[config.mk]
export PLATFORM = sky130hd
export DESIGN_NAME = psum_accum
export DESIGN_NICKNAME = d
export VERILOG_FILES = /design/src/rtl/psum_accum.sv
export SDC_FILE = /design/constraint.sdc
export NUM_CORES = 1
export LEC_CHECK = 0
export BUFFER_PORTS_ARGS = -buffer_cell sky130_fd_sc_hd__buf_4
export CAP_MARGIN = 30
export CORE_MARGIN = 4
export CORE_UTILIZATION = 50
export CTS_CLUSTER_SIZE = 14
export DETAILED_ROUTE_END_ITERATION = 8
export PLACE_DENSITY = 0.77
export SLEW_MARGIN = 20
export SYNTH_ARGS = -nofsm -noshare
export SYNTH_HDL_FRONTEND = slang
export SYNTH_SLANG_ARGS = --single-unit
[constraint.sdc]
create_clock -name clk -period 4.4 [get_ports clk]
set_input_delay 0.44 -clock clk [delete_from_list [all_inputs] [get_ports clk]]
set_output_delay 0.44 -clock clk [all_outputs]
set_load 0.005 [all_outputs]
[src/rtl/psum_accum.sv]
// Partial-sum accumulator: sums cfg_len PE partial sums, saturates each result
// to OUT_WIDTH, and queues it in a small FIFO drained over valid/ready.
module psum_accum #(
  parameter int IN_WIDTH   = 8,
  parameter int ACC_WIDTH  = 20,
  parameter int OUT_WIDTH  = 8,
  parameter int CNT_WIDTH  = 12,
  parameter int FIFO_DEPTH = 2
) (
  input  logic                 clk,
  input  logic                 rst,
  input  logic [CNT_WIDTH-1:0] cfg_len,
  input  logic [IN_WIDTH-1:0]  i_psum,
  input  logic                 i_psum_val,
  output logic [OUT_WIDTH-1:0] o_res,
  output logic                 o_res_val,
  input  logic                 i_res_rdy,
  output logic                 o_res_sat,
  output logic                 o_busy,
  output logic                 o_ovf
);

  // state | meaning
  // IDLE  | waiting for the first psum of a new result
  // ACC   | accumulating; cnt psums already summed into acc
  typedef enum logic {IDLE, ACC} state_t;

  localparam int PTR_W = (FIFO_DEPTH > 1) ? $clog2(FIFO_DEPTH) : 1;
  localparam int CNT_FW = $clog2(FIFO_DEPTH + 1);
  localparam logic [ACC_WIDTH-1:0] OUT_MAX = ACC_WIDTH'({OUT_WIDTH{1'b1}});

  state_t               state;
  logic [CNT_WIDTH-1:0] len_q;
  logic [CNT_WIDTH-1:0] cnt;
  logic [CNT_WIDTH-1:0] len_eff;
  logic [ACC_WIDTH-1:0] acc;
  logic [ACC_WIDTH-1:0] sum;
  logic                 push;
  logic                 sum_sat;
  logic [OUT_WIDTH-1:0] sum_res;

  logic [OUT_WIDTH-1:0] res_mem [FIFO_DEPTH];
  logic                 sat_mem [FIFO_DEPTH];
  logic [PTR_W-1:0]     wr_ptr;
  logic [PTR_W-1:0]     rd_ptr;
  logic [CNT_FW-1:0]    count;
  logic                 pop;
  logic                 full;
  logic                 wr_en;

  always_comb begin
    len_eff = (cfg_len == '0) ? CNT_WIDTH'(1) : cfg_len;
    sum     = (state == ACC) ? acc + ACC_WIDTH'(i_psum) : ACC_WIDTH'(i_psum);
    push    = 1'b0;
    if (i_psum_val) begin
      if (state == IDLE) push = (len_eff == CNT_WIDTH'(1));
      else               push = ((cnt + CNT_WIDTH'(1)) == len_q);
    end
    sum_sat = (sum > OUT_MAX);
    sum_res = sum_sat ? {OUT_WIDTH{1'b1}} : sum[OUT_WIDTH-1:0];
  end

  always_ff @(posedge clk) begin
    if (rst) begin
      state <= IDLE;
      len_q <= '0;
      acc   <= '0;
      cnt   <= '0;
    end else begin
      case (state)
        IDLE: begin
          if (i_psum_val) begin
            len_q <= len_eff;
            if (push) begin
              acc <= '0;
              cnt <= '0;
            end else begin
              acc   <= sum;
              cnt   <= CNT_WIDTH'(1);
              state <= ACC;
            end
          end
        end
        ACC: begin
          if (i_psum_val) begin
            if (push) begin
              acc   <= '0;
              cnt   <= '0;
              state <= IDLE;
            end else begin
              acc <= sum;
              cnt <= cnt + CNT_WIDTH'(1);
            end
          end
        end
        default: state <= IDLE;
      endcase
    end
  end

  // A pop in the same cycle frees the slot, so a push into a full FIFO still lands.
  assign pop   = o_res_val && i_res_rdy;
  assign full  = (count == CNT_FW'(FIFO_DEPTH));
  assign wr_en = push && (!full || pop);

  always_ff @(posedge clk) begin
    if (rst) begin
      res_mem <= '{default: '0};
      sat_mem <= '{default: 1'b0};
      wr_ptr  <= '0;
      rd_ptr  <= '0;
      count   <= '0;
      o_ovf   <= 1'b0;
    end else begin
      if (wr_en) begin
        res_mem[wr_ptr] <= sum_res;
        sat_mem[wr_ptr] <= sum_sat;
        wr_ptr          <= wr_ptr + PTR_W'(1);
      end
      if (pop) rd_ptr <= rd_ptr + PTR_W'(1);
      if (wr_en && !pop)      count <= count + CNT_FW'(1);
      else if (!wr_en && pop) count <= count - CNT_FW'(1);
      if (push && full && !pop) o_ovf <= 1'b1;
    end
  end

  assign o_res     = res_mem[rd_ptr];
  assign o_res_sat = sat_mem[rd_ptr];
  assign o_res_val = (count != '0);
  assign o_busy    = (state == ACC);

endmodule

=== Yosys cells after proc, flatten, opt, wreduce, memory -nomap -nowiden ===
Index checks and enable logic that the tools add are counted.

* Word-level logic and storage cells: 76
* Register bits: 68

* Reduce and logical (&&, ||, !) cells: 16
* Magnitude comparators: 4
* Multiplexer cells: 30
* Bitwise logic cells: 3
* Add/sub/neg operators: 6
* Eq/ne operators: 5

{| class="wikitable"
|+ Operators with widths
! operator !! count
|-
| 20-bit two-way mux || 3
|-
| 12-bit two-way mux || 4
|-
| 8-bit two-way mux || 5
|-
| 12-bit one-hot mux with 2 select lines || 1
|-
| 20-bit by 8-bit adder with 20-bit output || 1
|-
| 20-bit by 8-bit > comparator with 1-bit output (second input constant) || 1
|-
| 16-bit bitwise mux || 1
|-
| 12-bit by 1-bit adder with 12-bit output (second input constant) || 1
|-
| 12-bit by 1-bit equality test with 1-bit output (second input constant) || 1
|-
| 12-bit equality test || 1
|-
| 12-bit logical NOT || 1
|-
| 1-bit two-way mux || 10
|-
| 8-bit demux with 1-bit select || 1
|-
| 1-bit logical AND || 7
|-
| 2-bit greater-or-equal comparator (second input constant) || 2
|-
| 2-bit two-way mux || 2
|-
| 2-bit != test (second input constant) || 2
|-
| 1-bit NOT with 2-bit output || 2
|-
| 2-bit AND reduction || 2
|-
| 2-bit nonzero test || 2
|-
| 1-bit logical NOT || 3
|-
| 1-bit adder (second input constant) || 2
|-
| 2-bit by 1-bit adder with 2-bit output (second input constant) || 1
|-
| 2-bit bitwise mux || 1
|-
| 7 further kinds || 7
|}

=== Logic depth before layout (Yosys ltp) ===
Gate-level depths: netlist of the first run.

* Depth after elaboration: 10
* Mapped depth: 16
* Depth with buffers taken out: 12

=== Worst setup path after synthesis of the first run ===
Ideal clock, no wire load.

* Path kind: reg-to-reg
* Start point: register cnt[0]
* End point: register count[1]
* Clock period less this slack: 3.162 ns
* Setup time: 0.070 ns
* Arrival time: 3.092 ns
* Setup slack: 1.238 ns
* Stages on the path, launching flop included: 16
* Cell sequence: dfxtp_1 > ha_1 > buf_2 > and4_1 > buf_2 > nand3_1 > xor2_1 > a211o_1 > and3_1 > buf_2 > a21oi_4 > buf_6 > nor2_1 > ha_1 > or3_1 > a21oi_1

* Word-level cells in the longest chain between the ends: 8

{| class="wikitable"
|+ Ends and longest elaborated chain
! element !! line !! source
|-
| start: declaration || 34 || <nowiki>logic [CNT_WIDTH-1:0] cnt;</nowiki>
|-
| start signal: assignment || 92 || <nowiki>cnt <= cnt + CNT_WIDTH'(1);</nowiki>
|-
| 12-bit by 1-bit adder with 12-bit output (*) || 57 || <nowiki>else push = ((cnt + CNT_WIDTH'(1)) == len_q);</nowiki>
|-
| 12-bit equality test (*) || 57 ||
|-
| 1-bit two-way mux (*) || 56 || <nowiki>if (state == IDLE) push = (len_eff == CNT_WIDTH'(1));</nowiki>
|-
| 1-bit two-way mux (*) || 55 || <nowiki>if (i_psum_val) begin</nowiki>
|-
| 1-bit logical AND (*) || 104 || <nowiki>assign wr_en = push && (!full || pop);</nowiki>
|-
| 1-bit logical NOT || 122 || <nowiki>else if (!wr_en && pop) count <= count - CNT_FW'(1);</nowiki>
|-
| 1-bit logical AND || 122 ||
|-
| 2-bit nonzero test (no source line) || n/a ||
|-
| end signal: assignment || 121 || <nowiki>if (wr_en && !pop) count <= count + CNT_FW'(1);</nowiki>
|-
| end signal: assignment || 122 ||
|-
| end: declaration || 46 || <nowiki>logic [CNT_FW-1:0] count;</nowiki>
|}

Mark *: on every way between the ends. The rest lies on a longest branch, timed or not.
A chain may end at the register's enable or synchronous reset.

=== Worst setup path in the final report of the first run ===
Same ends and word-level chain as after synthesis.

==> results of run 1 <==
## worst max-delay path, cell delays in order, from the launching register on
cell and delay (ns):
dfxtp_1 0.47, ha_1 0.37, and4_1 0.38, nand3_1 0.15, xor2_1 0.17, a211o_1 0.32, and3_1 0.27, a21oi_4 0.17
buf_4 0.26, nor2_1 0.08, ha_1 0.31, or3_1 0.35, a21oi_1 0.14
## worst paths after layout
| check | startpoint | to |
|---|---|---|
| worst min-delay path | cfg_len[9] | len_q[9]$_SDFFE_PP0P_ |
| worst min register to register | o_ovf$_SDFFE_PP0P_ | o_ovf$_SDFFE_PP0P_ |
| worst max register to register | cnt[0]$_SDFFE_PP0P_ | count[1]$_SDFFE_PP0P_ |
| worst max-delay path | cnt[0]$_SDFFE_PP0P_ | count[1]$_SDFFE_PP0P_ |
## power breakdown
part           switching, mW  leakage (nW)  total [mW]  internal (mW)
logic                  0.151          1.10       0.262          0.111
clock network          0.258         0.104       0.522          0.264
registers             0.0304         0.552       0.671          0.640
## cell type report
cell class                      instances  area, um2  area share, %
Inverter                               10       37.5          0.799
Sequential cell                        68       1360           29.0
Multi-Input combinational cell        421       2670           56.9
Clock inverter                          7       75.1           1.60
Tap cell                              105        131           2.80
Timing Repair Buffer                   39        293           6.24
Clock buffer                            9        124           2.64
## sequential cells by signal, indices dropped and copies added, names as in the netlist, named ones only
register,cells
res_mem,16
rd_ptr,1
o_ovf,1
len_q,12
acc,20
count,2
cnt,12
sat_mem,2
wr_ptr,1
## logic make-up after synthesis
logic type | Yosys count | synth area share [%]
mux | 21 | 5.20
buf+inv | 50 | 5.20
fa+ha+maj | 11 | 3.41
compound gates | 163 | 24.5
xor+xnor | 24 | 4.94
simple gates | 202 | 24.7
flops | 68 | 32.0
## through the flow
step	power, mW	util, %	cells
floorplan	0.868	-	539
global placement	0.937	54.5	643
detailed placement	0.945	54.5	643
CTS	1.46	56.9	659
global route	1.52	56.9	659
finish	1.45	56.9	659
## routing by layer
layer	part of all wire (%)	global-route usage, %	vias up	routed length (um)
met5	0	0	-	0
met4	2.5	8.91	0	258
met3	5.1	4.03	15	533
met2	48	36.1	105	5020
met1	44	26.2	1900	4600
li1	-	-	1982	-
## placed cells by master, fill, tap and decap left out, types with 3 or more instances in the layout
| cell | instances |
|---|---|
| nand2_1 | 65 |
| a31oi_1 | 23 |
| nand4_1 | 9 |
| nor4_1 | 4 |
| clkinv_4 | 3 |
| a22oi_1 | 6 |
| a21oi_1 | 52 |
| and2_1 | 4 |
| nand3b_1 | 4 |
| or4_1 | 5 |
| o31ai_1 | 3 |
| nor3_1 | 10 |
| a211oi_1 | 7 |
| dfxtp_1 | 68 |
| xnor2_1 | 12 |
| or3_1 | 11 |
| a21o_1 | 4 |
| mux2i_1 | 12 |
| xor2_1 | 12 |
| buf_4 | 39 |
| and4_1 | 5 |
| mux2_2 | 9 |
| and3_1 | 8 |
| inv_1 | 10 |
| a32oi_1 | 3 |
| nor2_1 | 35 |
| nand2b_1 | 6 |
| o21ai_0 | 34 |
| clkbuf_8 | 9 |
| ha_1 | 10 |
| o211ai_1 | 7 |
| nand3_1 | 22 |
## synth_stat cells, drive strengths merged, types with 5 or more instances
master / instances
dfxtp: 68
nand2: 66
a21oi: 55
nor2: 36
o21ai: 36
nand3: 24
a31oi: 23
clkbuf: 22
buf: 18
mux2i: 12
xnor2: 12
xor2: 12
nor3: 11
or3: 11
ha: 10
inv: 10
mux2: 9
nand4: 9
o211ai: 9
a211oi: 8
and3: 8
nor4: 7
a22oi: 6
nand2b: 6
and4: 5
o31ai: 5
or4: 5
==> impl_metrics.py, run 1 <==
metrics = {
    "sta": {
        "worst_hold_slack_ns": 0.345,
        "highest_achievable_clock_rate_mhz": 284,
        "timing.final.max_slew_violations": 0,
        "fin_worst_skew_ns": 0.0111,
        "postLayoutSetupSlackWorst_ns": 0.882,
        "fin_setup_tns_ns": 0,
        "hold_viol": 0,
        "max-slew-margin-rel_pct": 42.1,
        "final.period_utilization_pct": 79.9,
        "final_period_minus_worst_setup_slack_ns": 3.52,
        "transition_time_of_the_tightest_slew_check_pin_ns": 0.863,
        "finalSetupViolCount": 0,
        "unrepaired_setup_endpoints_after_global_routing": "no",
    },
    "cts": {
        "post_cts_buffers": 0,
        "worst_setup_hold_path_clk_slew_ns": 0.08,
        "cts_max_level": 3,
        "tritoncts_clock_tree": "built",
        "ctsResizeCount": 0,
        "clock_latency_ns": 0.35,
        "cts_num_sinks": 68,
        "holdBufCountCts": 0,
        "clk_root_buffer_cell": "clkbuf_8",
        "cts-buffers-inserted": 9,
        "cts_buffer_depth": 2,
    },
    "routing": {
        "drt-wirelength-per-cell_um": 15.8,
        "drtIter0Drc": 220,
        "dr_total_vias": 4002,
        "totalWireLength_mm": 10.4,
        "post-route-drc-count": 0,
        "drtAntennaViolNets": 0,
        "viasPerCell": 6.07,
        "drt_pre_antenna_iters": 5,
    },
    "job": {
        "drv.max_cap_violation_count": 0,
    },
    "setup_path": {
        "r2r_setup_slack_ns": 0.88,
        "worstRegToRegCells": 12,
        "startpoint_type": "flip-flop",
        "category_of_the_worst_setup_path_capture_point": "flip-flop",
        "timing.critical_path.arrival_ns": 3.80,
        "crit_type": "flip-flop to flip-flop",
        "crit_required_ns": 4.69,
        "critPathMaxFanout": 19,
    },
    "floorplanning": {
        "core_mm2": 0.00826,
        "fp.dieArea_mm2": 0.0101,
        "fp-row-count": 33,
        "die_w_um": 100,
        "fp.dieH_um": 100,
        "start_util_pct": 51.5,
        "ios": 36,
    },
    "synth": {
        "postSynthNetCount": 574,
        "synthesis.area_mm2": 0.00426,
        "count_of_flip_flops_with_a_built_in_enable_after_synthesis": 0,
        "synth-seq-cells": 68,
        "synth_warnings": 0,
        "syn-instance-count": 539,
        "postSynth.topFlopCell": "dfxtp_1",
        "synth_largest_area_cell": "dfxtp_1",
        "postSynthAreaPerCell_um2": 7.90,
        "post-synth-top-area-fraction_pct": 32.0,
        "fraction_of_the_yosys_area_taken_by_sequential_cells_pct": 32.0,
        "post_synth_main_area_contributors": "dfxtp_1 (32%), a21oi_1 (6.1%), nand2_1 (5.7%), o21ai_0 (4.0%), a31oi_1 (3.4%)",
        "number_of_distinct_library_cells_after_synthesis": 65,
        "synth-async-reset-ratio_pct": 0,
    },
    "cells_and_area": {
        "finish.net_count": 584,
        "layout.filler_cells": 768,
        "final_area_mm2": 0.00470,
        "final_layout_size_suffix_gt1_share_pct": 15.5,
        "antenna_cells_inserted": 0,
        "area.growth.synth_to_final_pct": 10.3,
    },
    "grt": {
        "wire_length_of_the_first_global_routing_pass_mm": 17.3,
        "grt_use_total_pct": 21.2,
        "globalRouteOverflowTotal": 0,
        "pin_count_of_the_biggest_net_entering_global_routing": 52,
        "first_global_vias": 3736,
        "initial_antenna_violation_count": 0,
    },
    "placement": {
        "place.gp.congestion": 0.921,
        "dp_hpwl_mm": 7.19,
        "number_of_buffer_cells_added_on_primary_ports": 35,
        "placement.setup.worst_slack_ns": 0.823,
        "cell_area_after_placement_mm2": 0.00450,
    },
    "min_path": {
        "min_path_cells": 3,
        "min-delay-path-class": "input pin to flip-flop",
    },
    "pwr": {
        "leakagePower_nw": 1.75,
        "vdd_drop_max_mv": 0.200,
        "powerDensity_mw_per_mm2": 310,
    },
    "status": {
        "status": "complete, no violations",
    },
}
Power figures use the tool's default switching activity.
==> run 2: changes to the inputs <==
PLACE_DENSITY = 0.79   (was 0.77)
clock period = 3 ns   (was 4.4 ns; I/O delays follow)
==> run 2 against run 1 <==
Compared with the run above:
- via count rose by 4.2%
- core utilization rose by 1.8 points
- clock power is 50% higher
- non-clock buffer count increased by 12
- design area up 3.3%
- clock skew is 0.0019 ns higher
- die area is the same
- flip-flop and latch count did not move
- power rose by 50%
- sequential power increased by 47%
- sequential share of layout area fell by 0.76 points
- register-to-register slack worse by 0.68 ns
- critical endpoint is now res_mem[14]$_SDFFE_PP0P_
- highest routed layer unchanged
==> impl_metrics.py, run 2 (same netlist as run 1, synthesis figures left out) <==
metrics = {
    "floorplanning": {
        "die_w_um": 100,
        "fp.dieH_um": 100,
        "start_util_pct": 51.5,
        "fp-row-count": 33,
        "ios": 36,
        "core_mm2": 0.00826,
        "fp.dieArea_mm2": 0.0101,
    },
    "setup_path": {
        "r2r-end": "res_mem[14]$_SDFFE_PP0P_",
        "critPathMaxFanout": 18,
        "critical_path.max_stage_delay_ns": 0.39,
        "setup.worst_path.start": "acc[0]$_SDFFE_PP0P_",
        "category_of_the_worst_setup_path_capture_point": "flip-flop",
        "worstRegToRegCells": 10,
        "critical_path.most_common_cell": "a31oi_1",
        "r2r_setup_slack_ns": 0.20,
        "crit_required_ns": 3.22,
        "reg2reg_from": "acc[0]$_SDFFE_PP0P_",
        "crit_type": "flip-flop to flip-flop",
        "cp_slowest_cell": "fa_1",
        "cp_cell_sequence": "ha_1, fa_1, a211oi_1, o311a_4, a21oi_1, o41ai_2, a31oi_1, nor4_4, buf_12, a31oi_1",
        "timing.critical_path.arrival_ns": 3.02,
        "startpoint_type": "flip-flop",
        "crit_path_end": "res_mem[14]$_SDFFE_PP0P_",
    },
    "pwr": {
        "powerDensity_mw_per_mm2": 450,
        "leakagePower_nw": 1.83,
        "vdd_drop_max_mv": 0.294,
        "design_power_total_mw": 2.18,
    },
    "routing": {
        "viasPerCell": 6.22,
        "drt_pre_antenna_iters": 5,
        "post-route-drc-count": 0,
        "drtAntennaViolNets": 0,
        "totalWireLength_mm": 11.0,
        "drtIter0Drc": 314,
        "dr_total_vias": 4172,
        "drt-wirelength-per-cell_um": 16.5,
    },
    "cts": {
        "clk_root_buffer_cell": "clkbuf_8",
        "cts_buffer_depth": 2,
        "cts-buffers-inserted": 9,
        "worst_setup_hold_path_clk_slew_ns": 0.09,
        "cts_num_sinks": 68,
        "tritoncts_clock_tree": "built",
        "cts_max_level": 3,
        "post_cts_buffers": 0,
        "clock_latency_ns": 0.35,
    },
    "sta": {
        "final.period_utilization_pct": 93.4,
        "transition_time_of_the_tightest_slew_check_pin_ns": 0.680,
        "timing.final.max_slew_violations": 0,
        "unrepaired_setup_endpoints_after_global_routing": "no",
        "finalSetupViolCount": 0,
        "fin_worst_skew_ns": 0.0130,
        "max-slew-margin-rel_pct": 54.5,
        "final_period_minus_worst_setup_slack_ns": 2.80,
        "fin_setup_tns_ns": 0,
        "hold_viol": 0,
        "highest_achievable_clock_rate_mhz": 357,
    },
    "cells_and_area": {
        "antenna_cells_inserted": 0,
        "layout.filler_cells": 736,
        "most_common_cell_after_layout_fill_and_taps_aside": "nand2_1",
        "top_library_cells_by_usage_in_the_layout_fill_and_taps_aside": "nand2_1 (65), dfxtp_1 (64), a21oi_1 (52)",
        "finish.net_count": 596,
        "final_layout_size_suffix_gt1_share_pct": 19.1,
        "register_ranked_first_by_flip_flop_count": "acc",
        "largest_reg_flops": 20,
        "area.growth.synth_to_final_pct": 13.9,
        "reg.largest.list": "acc x20, res_mem x16",
    },
    "placement": {
        "place.gp.congestion": 0.967,
        "number_of_buffer_cells_added_on_primary_ports": 35,
        "dp_hpwl_mm": 7.58,
    },
    "status": {
        "status": "complete, no violations",
    },
    "job": {
        "drv.max_cap_violation_count": 0,
    },
    "min_path": {
        "min-delay-path-class": "input pin to flip-flop",
        "worstHoldStart": "cfg_len[4]",
        "min_path_cells": 3,
    },
    "grt": {
        "first_global_vias": 4025,
        "wire_length_of_the_first_global_routing_pass_mm": 18.6,
        "globalRouteOverflowTotal": 0,
        "pin_count_of_the_biggest_net_entering_global_routing": 51,
        "grt_use_total_pct": 22.6,
        "initial_antenna_violation_count": 0,
    },
}
-- run 2: layout make-up --
class                   instances  area (um2)  share of cell area, %
repair buffers                 51         395                   8.15
clock inverters                 7        81.3                   1.68
inverters                      10        37.5                  0.774
multi-input cells             421        2710                   55.9
flip-flops and latches         68        1370                   28.2
well taps                     105         131                   2.71
clock buffers                   9         124                   2.55
-- run 2: repair_timing --
item / 4_1_cts / 5_1_grt
hold buffers: 0 / 0
setup endpoints to repair: 0 / 19
resized for setup: 0 / 6
-- run 2: worst max-delay path, delay by kind of cell (launching register included) --
family	cells	cell delay [ns]
fa+ha+maj	2	0.60
buf+inv	1	0.19
flops	1	0.32
simple gates	1	0.32
compound gates	6	1.23
-- run 2: worst min path at each step --
stage,endpoint
3_5_place_dp,o_ovf$_SDFFE_PP0P_
2_1_floorplan,len_q[1]$_SDFFE_PP0P_
5_1_grt,len_q[2]$_SDFFE_PP0P_
3_3_place_gp,o_ovf$_SDFFE_PP0P_
4_1_cts,len_q[4]$_SDFFE_PP0P_
6_report,len_q[4]$_SDFFE_PP0P_
-- run 2: power by group --
group,switching [mW],total (mW),internal (mW)
clock,0.390,0.785,0.395
sequential,0.0475,0.986,0.939
combinational,0.231,0.410,0.179
total,0.668,2.18,1.51
-- run 2: metal layers --
metal	share of wire, %	global-route usage [%]	routed length [um]	vias to the layer above
met3	6.2	4.93	689	33
met2	47	36.6	5150	152
met1	44	28.3	4830	1976
met5	0	0	0	-
met4	3.4	11.2	375	0
li1	-	-	-	2011
-- run 2: per-stage QoR --
stage / area, um2 / util (%) / instances / worst slack, ns / hold slack [ns]
floorplan: 4300 / - / 539 / 0.0297 / 0.436
global placement: 4630 / 56.0 / 655 / 0.107 / 0.437
detailed placement: 4630 / 56.0 / 655 / 0.0236 / 0.441
CTS: 4830 / 58.5 / 671 / 0.0715 / 0.190
global route: 4850 / 58.7 / 671 / 0.00512 / 0.201
finish: 4850 / 58.7 / 671 / 0.199 / 0.204
==> run 3: changes to the inputs <==
--- a/config.mk
+++ b/config.mk
@@ -10,6 +10,6 @@
 export CORE_MARGIN = 4
-export CORE_UTILIZATION = 50
+export CORE_UTILIZATION = 54
 export CTS_CLUSTER_SIZE = 14
 export DETAILED_ROUTE_END_ITERATION = 8
-export PLACE_DENSITY = 0.79
+export PLACE_DENSITY = 0.8
 export SLEW_MARGIN = 20
==> constraint.sdc (replaced) <==
create_clock -name clk -period 3 [get_ports clk]
set_input_delay 0.15 -clock clk [delete_from_list [all_inputs] [get_ports clk]]
set_output_delay 0.15 -clock clk [all_outputs]
set_load 0.005 [all_outputs]
==> run 3 against run 2 <==
Compared with the run above:
- flip-flop and latch count stayed put
- via count is 1.4% lower
- final cell count is 1.2% lower
- largest power group unchanged
- highest routed layer unchanged
- critical path type unchanged
- clock-buffer cell count stayed put
- non-clock buffer count is 5 lower
- register-to-register slack worse by 0.03 ns
- sequential share of layout area is 0.25 points higher
- maximum frequency is 1.0% lower
- sequential power hardly changed
- power is 0.37% higher
- core utilization is 3.7 points higher
- clock skew is 0.0026 ns higher
==> impl_metrics.py, run 3 (same netlist as run 1, synthesis figures left out) <==
metrics = {
    "cells_and_area": {
        "largest_reg_flops": 20,
        "final_layout_size_suffix_gt1_share_pct": 18.2,
        "top_library_cells_by_usage_in_the_layout_fill_and_taps_aside": "nand2_1 (65), dfxtp_1 (65), a21oi_1 (52)",
        "final_cells": 663,
        "antenna_cells_inserted": 0,
        "reg.largest.list": "acc x20, res_mem x16",
        "area.growth.synth_to_final_pct": 12.8,
        "finish.net_count": 591,
        "register_ranked_first_by_flip_flop_count": "acc",
        "finish.utilization_pct": 62.5,
    },
    "floorplanning": {
        "start_util_pct": 55.4,
        "fp-row-count": 32,
        "fp.dieArea_mm2": 0.00937,
        "die_w_um": 96.8,
        "ios": 36,
        "fp.dieH_um": 96.8,
        "core_mm2": 0.00769,
    },
    "grt": {
        "globalRouteOverflowTotal": 0,
        "initial_antenna_violation_count": 0,
        "wire_length_of_the_first_global_routing_pass_mm": 18.3,
        "grt.met1_usage_pct": 28.2,
        "grt_use_total_pct": 23.2,
        "grt.busiest_layer": "met2",
        "pin_count_of_the_biggest_net_entering_global_routing": 51,
        "grt_use_met2_pct": 39.9,
        "first_global_vias": 3922,
        "grtUsageMet3_pct": 4.54,
    },
    "sta": {
        "timing.final.max_slew_violations": 0,
        "fin_setup_tns_ns": 0,
        "final.period_utilization_pct": 94.3,
        "postLayoutSetupSlackWorst_ns": 0.170,
        "hold_viol": 0,
        "unrepaired_setup_endpoints_after_global_routing": "no",
        "fin_worst_skew_ns": 0.0156,
        "max-slew-margin-rel_pct": 53.5,
        "highest_achievable_clock_rate_mhz": 353,
        "final_period_minus_worst_setup_slack_ns": 2.83,
        "transition_time_of_the_tightest_slew_check_pin_ns": 0.695,
        "finalSetupViolCount": 0,
    },
    "pwr": {
        "design_power_total_mw": 2.19,
        "leakagePower_nw": 1.79,
        "vdd_drop_max_mv": 0.287,
        "powerDensity_mw_per_mm2": 456,
    },
    "setup_path": {
        "crit_required_ns": 3.29,
        "timing.critical_path.arrival_ns": 3.12,
        "category_of_the_worst_setup_path_capture_point": "flip-flop",
        "critPathMaxFanout": 9,
        "startpoint_type": "flip-flop",
        "crit_type": "flip-flop to flip-flop",
    },
    "cts": {
        "cts_num_sinks": 68,
        "tritoncts_clock_tree": "built",
        "clk_root_buffer_cell": "clkbuf_8",
        "worst_setup_hold_path_clk_slew_ns": 0.09,
        "clock_latency_ns": 0.36,
        "cts_buffer_depth": 2,
        "cts_max_level": 3,
        "cts-buffers-inserted": 9,
    },
    "routing": {
        "drt-wirelength-per-cell_um": 16.5,
        "totalWireLength_mm": 11.0,
        "drtAntennaViolNets": 0,
        "post-route-drc-count": 0,
        "drt_pre_antenna_iters": 5,
        "dr_total_vias": 4113,
        "drtIter0Drc": 258,
        "viasPerCell": 6.20,
    },
    "placement": {
        "number_of_buffer_cells_added_on_primary_ports": 35,
        "placed_cells_incl_taps": 647,
        "dp_hpwl_mm": 7.52,
        "placement.setup.worst_slack_ns": 0.110,
        "place.gp.congestion": 0.875,
    },
    "job": {
        "drv.max_cap_violation_count": 0,
    },
    "status": {
        "status": "complete, no violations",
    },
    "min_path": {
        "min-delay-path-class": "input pin to flip-flop",
    },
}
## run 3: through the flow
step / cell area [um2] / hold slack (ns)
global route: 4800 / 0.0554
global placement: 4590 / 0.413
detailed placement: 4590 / 0.417
floorplan: 4300 / 0.286
CTS: 4790 / 0.0299
finish: 4800 / 0.0464
## run 3: worst paths after layout
kind                                           from                    end  slack (ns)  cells past startpoint
worst max-delay path            cnt[0]$_SDFFE_PP0P_  count[1]$_SDFFE_PP0P_        0.17                     11
worst min-delay path                     cfg_len[7]  len_q[7]$_SDFFE_PP0P_        0.05                      3
worst max register to register  cnt[0]$_SDFFE_PP0P_  count[1]$_SDFFE_PP0P_        0.17                     11
worst min register to register   o_ovf$_SDFFE_PP0P_     o_ovf$_SDFFE_PP0P_        0.46                      2
## run 3: area by class of cell
class,instances,area (um2)
clock inverter,7,82.6
tap,102,128
sequential,68,1370
clock buffer,9,124
multi-input combinational,421,2700
inverter,10,37.5
fill,688,2890
timing repair buffer,46,358
## run 3: timing repair
action | in CTS | in global routing
setup endpoints to repair | 0 | 19
resized for setup | 0 | 4
hold buffers | 0 | 0
setup buffers | 0 | 0
## run 3: critical path, stage by stage, from the launching register on
cell and delay (ns):
dfxtp_4 0.41, ha_4 0.20, and4_2 0.33, nand3_2 0.12, xor2_1 0.17, a211o_1 0.30, and3_1 0.23, a21oi_4 0.14
nor2_1 0.06, ha_1 0.32, or3_1 0.35, a21oi_1 0.15
## run 3: where the power goes
| part | internal (mW) | switching (mW) | total [mW] |
|---|---|---|---|
| clock network | 0.398 | 0.404 | 0.802 |
| logic | 0.173 | 0.229 | 0.402 |
| registers | 0.939 | 0.0469 | 0.986 |
| total | 1.51 | 0.679 | 2.19 |
## run 3: routing by layer
metal | wire length (um) | up-vias
met3 | 610 | 21
met1 | 4630 | 1951
met2 | 5460 | 140
met5 | 0 | -
met4 | 262 | 0
li1 | - | 2001
